<file path="src/rtl/inst_queue_pkg.sv">
// Shared constants for the fetch unit and instruction queue: sizing,
// RV32I major opcodes, FSM state encoding and the queue entry layout.
package inst_queue_pkg;

  localparam int          IQ_DEPTH_BIT = 4;
  localparam logic [31:0] RESET_PC     = 32'h0000_0000;

  localparam logic [6:0] OPC_LUI     = 7'b0110111;
  localparam logic [6:0] OPC_AUIPC   = 7'b0010111;
  localparam logic [6:0] OPC_JAL     = 7'b1101111;
  localparam logic [6:0] OPC_JALR    = 7'b1100111;
  localparam logic [6:0] OPC_BRANCH  = 7'b1100011;
  localparam logic [6:0] OPC_LOAD    = 7'b0000011;
  localparam logic [6:0] OPC_STORE   = 7'b0100011;
  localparam logic [6:0] OPC_ARITH_I = 7'b0010011;
  localparam logic [6:0] OPC_ARITH_R = 7'b0110011;

  typedef enum logic [1:0] {
    ST_FETCH   = 2'd0,
    ST_WAIT_JR = 2'd1,
    ST_DISCARD = 2'd2
  } iq_state_e;

  typedef struct packed {
    logic [31:0] pc;
    logic [31:0] inst;
    logic        guess;
  } iq_entry_t;

endpackage

</file>
<file path="src/rtl/inst_queue_if.sv">
// Bus bundle between the fetch/queue unit, the icache, the decoder and the ROB.
// master = the instruction queue, slave = its environment.
interface inst_queue_if;
  logic        ic_req;
  logic [31:0] ic_addr;
  logic        ic_ready;
  logic [31:0] ic_inst;
  logic        iq_valid;
  logic [31:0] iq_pc;
  logic [31:0] iq_inst;
  logic        iq_guess;
  logic        iq_pop;
  logic        flush_in;
  logic [31:0] flush_pc;

  modport master (
    output ic_req, ic_addr, iq_valid, iq_pc, iq_inst, iq_guess,
    input  ic_ready, ic_inst, iq_pop, flush_in, flush_pc
  );

  modport slave (
    input  ic_req, ic_addr, iq_valid, iq_pc, iq_inst, iq_guess,
    output ic_ready, ic_inst, iq_pop, flush_in, flush_pc
  );
endinterface

</file>
<file path="src/rtl/inst_queue_fetch_predecode.sv">
// Static next-PC predictor for one fetched word: JAL always taken,
// backward branches predicted taken, everything else falls through.
module fetch_predecode
  import inst_queue_pkg::*;
(
  input  logic [31:0] i_inst,
  input  logic [31:0] i_pc,
  output logic [31:0] o_next_pc,
  output logic        o_guess,
  output logic        o_is_jalr
);

  logic [6:0]  w_opcode;
  logic [31:0] w_imm_j;
  logic [31:0] w_imm_b;

  assign w_opcode  = i_inst[6:0];
  assign w_imm_j   = {{11{i_inst[31]}}, i_inst[31], i_inst[19:12], i_inst[20], i_inst[30:21], 1'b0};
  assign w_imm_b   = {{19{i_inst[31]}}, i_inst[31], i_inst[7], i_inst[30:25], i_inst[11:8], 1'b0};
  assign o_is_jalr = (w_opcode == OPC_JALR);

  // Pick the predicted successor; all adds wrap at 32 bits.
  always_comb begin
    o_next_pc = i_pc + 32'd4;
    o_guess   = 1'b0;
    case (w_opcode)
      OPC_JAL: begin
        o_next_pc = i_pc + w_imm_j;
        o_guess   = 1'b1;
      end
      OPC_BRANCH: begin
        if (w_imm_b[31]) begin
          o_next_pc = i_pc + w_imm_b;
          o_guess   = 1'b1;
        end
      end
      default: ;
    endcase
  end

endmodule

</file>
<file path="src/rtl/inst_queue.sv">
// Fetch unit plus circular instruction queue. Issues one icache request at
// a time, pre-decodes each returned word and buffers {pc, inst, guess}.
module inst_queue
  import inst_queue_pkg::*;
#(
  parameter int          P_DEPTH_BIT = IQ_DEPTH_BIT,
  parameter logic [31:0] P_RESET_PC  = RESET_PC
) (
  input  logic          clk_in,
  input  logic          rst_in,
  input  logic          rdy_in,
  inst_queue_if.master  bus
);

  localparam int                   DEPTH      = 1 << P_DEPTH_BIT;
  localparam logic [P_DEPTH_BIT:0] FULL_COUNT = (P_DEPTH_BIT + 1)'(DEPTH);

  iq_state_e              r_state, w_state_next;
  logic [P_DEPTH_BIT-1:0] r_head, r_tail;
  logic [P_DEPTH_BIT:0]   r_count;
  logic [31:0]            r_fetch_pc;
  logic                   r_pending;
  iq_entry_t              r_mem [DEPTH];

  logic        w_ic_req;
  logic [31:0] w_ic_addr;
  logic        w_busy;
  logic        w_push;
  logic        w_pop;
  logic [31:0] w_next_pc;
  logic        w_guess;
  logic        w_is_jalr;
  iq_entry_t   w_head;

  fetch_predecode u_predecode (
    .i_inst    (bus.ic_inst),
    .i_pc      (r_fetch_pc),
    .o_next_pc (w_next_pc),
    .o_guess   (w_guess),
    .o_is_jalr (w_is_jalr)
  );

  // A request is in flight either because we are asserting ic_req now or a
  // stale one is still owed a response after a flush.
  assign w_busy = w_ic_req | r_pending;
  assign w_push = rdy_in & ~bus.flush_in & (r_state == ST_FETCH) & w_ic_req & bus.ic_ready;
  assign w_pop  = rdy_in & ~bus.flush_in & bus.iq_pop & (r_count != '0);

  // State register.
  always_ff @(posedge clk_in) begin
    if (rst_in)      r_state <= ST_FETCH;
    else if (rdy_in) r_state <= w_state_next;
  end

  // Next-state logic; flush overrides everything else.
  always_comb begin
    w_state_next = r_state;
    if (bus.flush_in) begin
      w_state_next = (w_busy && !bus.ic_ready) ? ST_DISCARD : ST_FETCH;
    end else begin
      case (r_state)
        ST_FETCH:   if (w_push && w_is_jalr) w_state_next = ST_WAIT_JR;
        ST_WAIT_JR: w_state_next = ST_WAIT_JR;
        ST_DISCARD: if (bus.ic_ready) w_state_next = ST_FETCH;
        default:    w_state_next = ST_FETCH;
      endcase
    end
  end

  // Request outputs. An outstanding request keeps ic_req high even if the
  // queue fills via earlier pushes, since its slot was reserved at issue.
  always_comb begin
    w_ic_req  = 1'b0;
    w_ic_addr = 32'h0;
    if (!rst_in && r_state == ST_FETCH && (r_pending || r_count < FULL_COUNT)) begin
      w_ic_req  = 1'b1;
      w_ic_addr = r_fetch_pc;
    end
  end

  // Pointers, occupancy, fetch PC and the outstanding-request flag.
  always_ff @(posedge clk_in) begin
    if (rst_in) begin
      r_head     <= '0;
      r_tail     <= '0;
      r_count    <= '0;
      r_fetch_pc <= P_RESET_PC;
      r_pending  <= 1'b0;
    end else if (rdy_in) begin
      r_pending <= w_busy & ~bus.ic_ready;
      if (bus.flush_in) begin
        r_head     <= '0;
        r_tail     <= '0;
        r_count    <= '0;
        r_fetch_pc <= bus.flush_pc;
      end else begin
        if (w_push) begin
          r_tail     <= r_tail + 1'b1;
          r_fetch_pc <= w_next_pc;
        end
        if (w_pop) r_head <= r_head + 1'b1;
        case ({w_push, w_pop})
          2'b10:   r_count <= r_count + 1'b1;
          2'b01:   r_count <= r_count - 1'b1;
          default: r_count <= r_count;
        endcase
      end
    end
  end

  // Queue storage write; contents need no reset because occupancy gates reads.
  always_ff @(posedge clk_in) begin
    if (w_push) r_mem[r_tail] <= '{pc: r_fetch_pc, inst: bus.ic_inst, guess: w_guess};
  end

  assign w_head       = r_mem[r_head];
  assign bus.ic_req   = w_ic_req;
  assign bus.ic_addr  = w_ic_addr;
  assign bus.iq_valid = (r_count != '0);
  assign bus.iq_pc    = bus.iq_valid ? w_head.pc    : 32'h0;
  assign bus.iq_inst  = bus.iq_valid ? w_head.inst  : 32'h0;
  assign bus.iq_guess = bus.iq_valid ? w_head.guess : 1'b0;

endmodule

</file>
<file path="src/flat_wrapper.sv">
// flat-port wrapper written by rule: the top's interface ports become plain ports
module inst_queue_flat import inst_queue_pkg::*;
#(
  parameter int          P_DEPTH_BIT = IQ_DEPTH_BIT,
  parameter logic [31:0] P_RESET_PC  = RESET_PC
)
  (clk_in, rst_in, rdy_in, bus_ic_req, bus_ic_addr, bus_iq_valid, bus_iq_pc, bus_iq_inst, bus_iq_guess, bus_ic_ready, bus_ic_inst, bus_iq_pop, bus_flush_in, bus_flush_pc);
  inst_queue_if bus_i ();
  input  logic clk_in;
  input  logic rst_in;
  input  logic rdy_in;
  output wire logic [$bits(bus_i.ic_req)-1:0] bus_ic_req;
  output wire logic [$bits(bus_i.ic_addr)-1:0] bus_ic_addr;
  output wire logic [$bits(bus_i.iq_valid)-1:0] bus_iq_valid;
  output wire logic [$bits(bus_i.iq_pc)-1:0] bus_iq_pc;
  output wire logic [$bits(bus_i.iq_inst)-1:0] bus_iq_inst;
  output wire logic [$bits(bus_i.iq_guess)-1:0] bus_iq_guess;
  input wire logic [$bits(bus_i.ic_ready)-1:0] bus_ic_ready;
  input wire logic [$bits(bus_i.ic_inst)-1:0] bus_ic_inst;
  input wire logic [$bits(bus_i.iq_pop)-1:0] bus_iq_pop;
  input wire logic [$bits(bus_i.flush_in)-1:0] bus_flush_in;
  input wire logic [$bits(bus_i.flush_pc)-1:0] bus_flush_pc;
  assign bus_ic_req = bus_i.ic_req;
  assign bus_ic_addr = bus_i.ic_addr;
  assign bus_iq_valid = bus_i.iq_valid;
  assign bus_iq_pc = bus_i.iq_pc;
  assign bus_iq_inst = bus_i.iq_inst;
  assign bus_iq_guess = bus_i.iq_guess;
  assign bus_i.ic_ready = bus_ic_ready;
  assign bus_i.ic_inst = bus_ic_inst;
  assign bus_i.iq_pop = bus_iq_pop;
  assign bus_i.flush_in = bus_flush_in;
  assign bus_i.flush_pc = bus_flush_pc;
  inst_queue #(.P_DEPTH_BIT(P_DEPTH_BIT), .P_RESET_PC(P_RESET_PC)) u_core (.clk_in(clk_in), .rst_in(rst_in), .rdy_in(rdy_in), .bus(bus_i));
endmodule
</file>
<file path="config.mk">
export PLATFORM = sky130hd
export DESIGN_NAME = inst_queue_flat
export DESIGN_NICKNAME = d
export VERILOG_FILES = /design/src/rtl/inst_queue_pkg.sv /design/src/rtl/inst_queue_if.sv /design/src/rtl/inst_queue_fetch_predecode.sv /design/src/rtl/inst_queue.sv /design/src/flat_wrapper.sv
export SDC_FILE = /design/constraint.sdc
export NUM_CORES = 1
export LEC_CHECK = 0
export ABC_CLOCK_PERIOD_IN_PS = 7800
export BUFFER_PORTS_ARGS = -buffer_cell sky130_fd_sc_hd__buf_4
export CAP_MARGIN = 15
export CORE_ASPECT_RATIO = 1.5
export CORE_UTILIZATION = 30
export CTS_CLUSTER_DIAMETER = 120
export CTS_CLUSTER_SIZE = 30
export DETAILED_ROUTE_END_ITERATION = 10
export GPL_TIMING_DRIVEN = 0
export PLACE_DENSITY_LB_ADDON = 0.25
export SETUP_SLACK_MARGIN = 0.5
export SYNTH_ARGS = -nofsm -noshare
export SYNTH_HDL_FRONTEND = slang
export SYNTH_SLANG_ARGS = --single-unit
</file>
<file path="constraint.sdc">
create_clock -name clk_in -period 7.8 [get_ports clk_in]
set_input_delay 0.39 -clock clk_in [delete_from_list [all_inputs] [get_ports clk_in]]
set_output_delay 0.39 -clock clk_in [all_outputs]
set_load 0.05 [all_outputs]
</file>
==> impl_results.md <==
- Clock power share: 29.0%
- Gr ovfl total: 0
- H-tree depth: 2
- WL final: 140000 µm
- Post-synth EDFFs: 1040
- Reg2Reg Setup Slack: 3.35 ns
- Sequential Power Share: 65.2%
- Pin count of the biggest net entering global routing: 39
- Hold path start: bus_ic_inst[4]
- Period utilization: 69.6%
- Initial antenna violation count: 6
- Placeable core area: 0.153 mm²
- Hold Crit Class: in -> reg
- Final setup viols: 0
- Vias in the first global route: 26300
- Cell count after synthesis: 2501
- Sw Share: 22.4%
- Asr flop ratio synth: 0%
- Worst slew pin tran: 1.21 ns
- Final worst setup slack: 2.37 ns
- Pre-CTS WS: 2.70 ns
- Distinct cell type count after synthesis: 81
- Sink Count: 1092
- Crit-path cells: clkbuf_1, clkbuf_1, buf_1, mux4_2, mux4_2, and2_1, buf_4
- Fmax: 0.184 GHz
- Clock buffer count from CTS: 42
- Reg area: 0.0323 mm²
- Post-cts sizing count: 0
- RR Startpoint: u_core.r_fetch_pc[12]
- First-pass GRT wire length: 198000 µm
- Nets@finish: 2980
- Hold Slack: 0.0461 ns
- CP Capture Point: bus_iq_pc[0]
- CP Launch Type: flip-flop
- CTS clk-pin slew, worst paths: 0.12 ns
- Drt first-iter violations: 2548
- DRT Pass-1 Iters: 5
- Final Hold Fails: 0
- CP max stage cell: buf_1
- CTS root buffer: clkbuf_16
- Dpl hpwl: 99800 µm
- # DRC: 0
- Status: completed
- Worst Reg2Reg Path Length in Cells: 9
- Die area: 0.156 mm²
- Multi-input gate area: 0.0134 mm²
- Post-layout util: 34.7%
- Syn. warnings: 0
- CP endpoint kind: primary output
- Mapped Area: 0.0462 mm²
- Seq/Total Area, Yosys: 69.8%
- Initial Util: 30.2%
- Syn Area/Cell: 18.5 µm²
- Worst Path Required: 7.41 ns
- Slowest stage delay, CP: 0.88 ns
- Syn nets: 2626
- GPL Wtd Cong: 0.886
- Buffers on Ports: 167
- Setup CP Type: reg -> out
- Detail-routed via count per cell: 5.20
- Crit path DAT: 5.04 ns
- Die Wd: 322 µm
- Sw power: 2.23 mW
- Setup TNS: 0 ns
- Top FF cell, synth: edfxtp_1
- Pins over their slew limit: 0
- FP Rows: 176
- Reg2reg end: u_core.r_fetch_pc[25]
- WL per Instance: 28.3 µm
- Layout cells sized above 1: 25.0%
- I/O pin count: 169
- LEAKAGE: 16.7 nW
- Crit path max fanout: 10
- Final ANT Viol Nets: 0
- Logic gate share of total power: 5.8%
- Period minus WS final: 5.43 ns
- Vias: 25600
- Commonest non-fill, non-tap cell in the layout: edfxtp_1
- Max-slew headroom: 18.9%
- Filler cells: 14600
- Unrepaired setup endpoints after global routing: false
- IR Drop Worst-Case VDD: 0.000155 V
- Clk_skew: 0.0653 ns
- Die height: 483 µm
- Clk buf depth: 3
- Power Density: 187 mW/mm²
- Register bit total from synthesis: 1092
- Area Overhead vs Synth: 14.9%
- CTS tree: done
- Most frequent cells in the layout: 1040 x edfxtp_1, 325 x mux4_2, 221 x buf_4
- Total of max-cap violations: 0
- Total power: 9.93 mW
- Clock Latency Late Sink: 0.69 ns
- Gr usage total: 17.9%
- Pint: 7.70 mW
==> synthesized netlist by cell type (11+ instances only) <==
library cell / n / area share [%]
xor2_1: 25 / 0.47
o21ai_0: 52 / 0.56
and2_1: 106 / 1.4
inv_1: 30 / 0.24
nand4_1: 19 / 0.26
dfxtp_1: 52 / 2.3
o21a_1: 16 / 0.26
nor3_1: 44 / 0.48
mux4_2: 325 / 16
buf_1: 28 / 0.23
and3_1: 17 / 0.23
a221oi_1: 25 / 0.47
clkbuf_1: 110 / 0.89
nor2b_1: 13 / 0.18
a21o_1: 25 / 0.41
a21oi_1: 101 / 1.1
xnor2_1: 23 / 0.44
nor2_1: 85 / 0.69
a211oi_1: 12 / 0.19
ha_1: 52 / 1.4
nand3_1: 40 / 0.43
a31oi_1: 11 / 0.15
edfxtp_1: 1040 / 68
nand2_1: 84 / 0.68
==> power by group through the flow <==
stage                     Sequential (mW)  Clock (mW)  Combinational (mW)
after floorplan                      6.58           0               0.325
after global placement               6.61           0               0.559
after detailed placement             6.61           0               0.567
after CTS                            6.48        2.95               0.572
after global routing                 6.48        3.10               0.619
final                                6.47        2.87               0.577
==> per-layer routing <==
layer | share of wire [%] | vias to the layer above | routed length (µm) | track usage [%]
met5 | 0.034 | - | 48 | 0
met4 | 3.1 | 8 | 4290 | 5.28
met3 | 4.5 | 153 | 6300 | 1.66
met2 | 51 | 823 | 71100 | 31.5
met1 | 41 | 13700 | 57900 | 23.3
li1 | - | 11000 | - | -
==> stage by stage <==
step           cell area, µm²  cells
2_1_floorplan           46200   2501
3_3_place_gp            50000   4715
3_5_place_dp            51700   4842
4_1_cts                 53000   4919
5_1_grt                 53100   4928
6_report                53100   4929
==> how the worst min path moves through the flow <==
stage               cells after the start                 end  slack, ns
floorplan                               2   u_core.r_state[1]       0.45
global placement                        2   u_core.r_state[1]       0.48
detailed placement                      2   u_core.r_state[1]       0.49
CTS                                     1  u_core.r_mem[0][5]       0.01
global route                            1  u_core.r_mem[2][7]       0.04
finish                                  1  u_core.r_mem[0][5]       0.05
==> what timing repair did <==
item / in CTS / in global routing
endpoints found under the hold margin: 8 / 0
setup buffers: 0 / 0
endpoints found under the setup margin: 0 / 0
hold buffers: 8 / 0
==> worst max-delay path: cells and delay by family, from the launching register on <==
| kind | cells | cell delay (ns) |
|---|---|---|
| buffers and inverters | 4 | 2.65 |
| DFF | 1 | 0.34 |
| muxes | 2 | 1.16 |
| and+or+nand+nor | 1 | 0.21 |
==> cell type report <==
type	count	area share (%)
repair buffers	310	5.65
multi-input cells	1233	25.2
diodes	2	0.00942
clock buffers	68	2.28
clock inverters	1	0.0377
inverters	30	0.212
plain buffers	146	1.06
well taps	2047	4.82
flip-flops and latches	1092	60.8
==> cell families (layout without fill, tap and decap cells) <==
family | count (synthesis) | after routing | share of synthesized area, %
flops | 1092 | 1092 | 69.8
simple gates | 465 | 465 | 5.35
mux | 336 | 336 | 16.1
compound gates | 329 | 329 | 4.82
buf+inv | 176 | 555 | 1.46
fa+ha+maj | 55 | 55 | 1.54
xor+xnor | 48 | 48 | 0.910
other cells | 0 | 2 | 0
==> sequential cells by signal (all words and copies together) (netlist names), named ones only <==
register           flops
u_core.r_mem        1040
u_core.r_pending       1
u_core.r_head          4
u_core.r_fetch_pc     32
u_core.r_tail          4
u_core.r_count         5
u_core.r_state         2
Note: power is estimated with default switching activity, not from simulation.
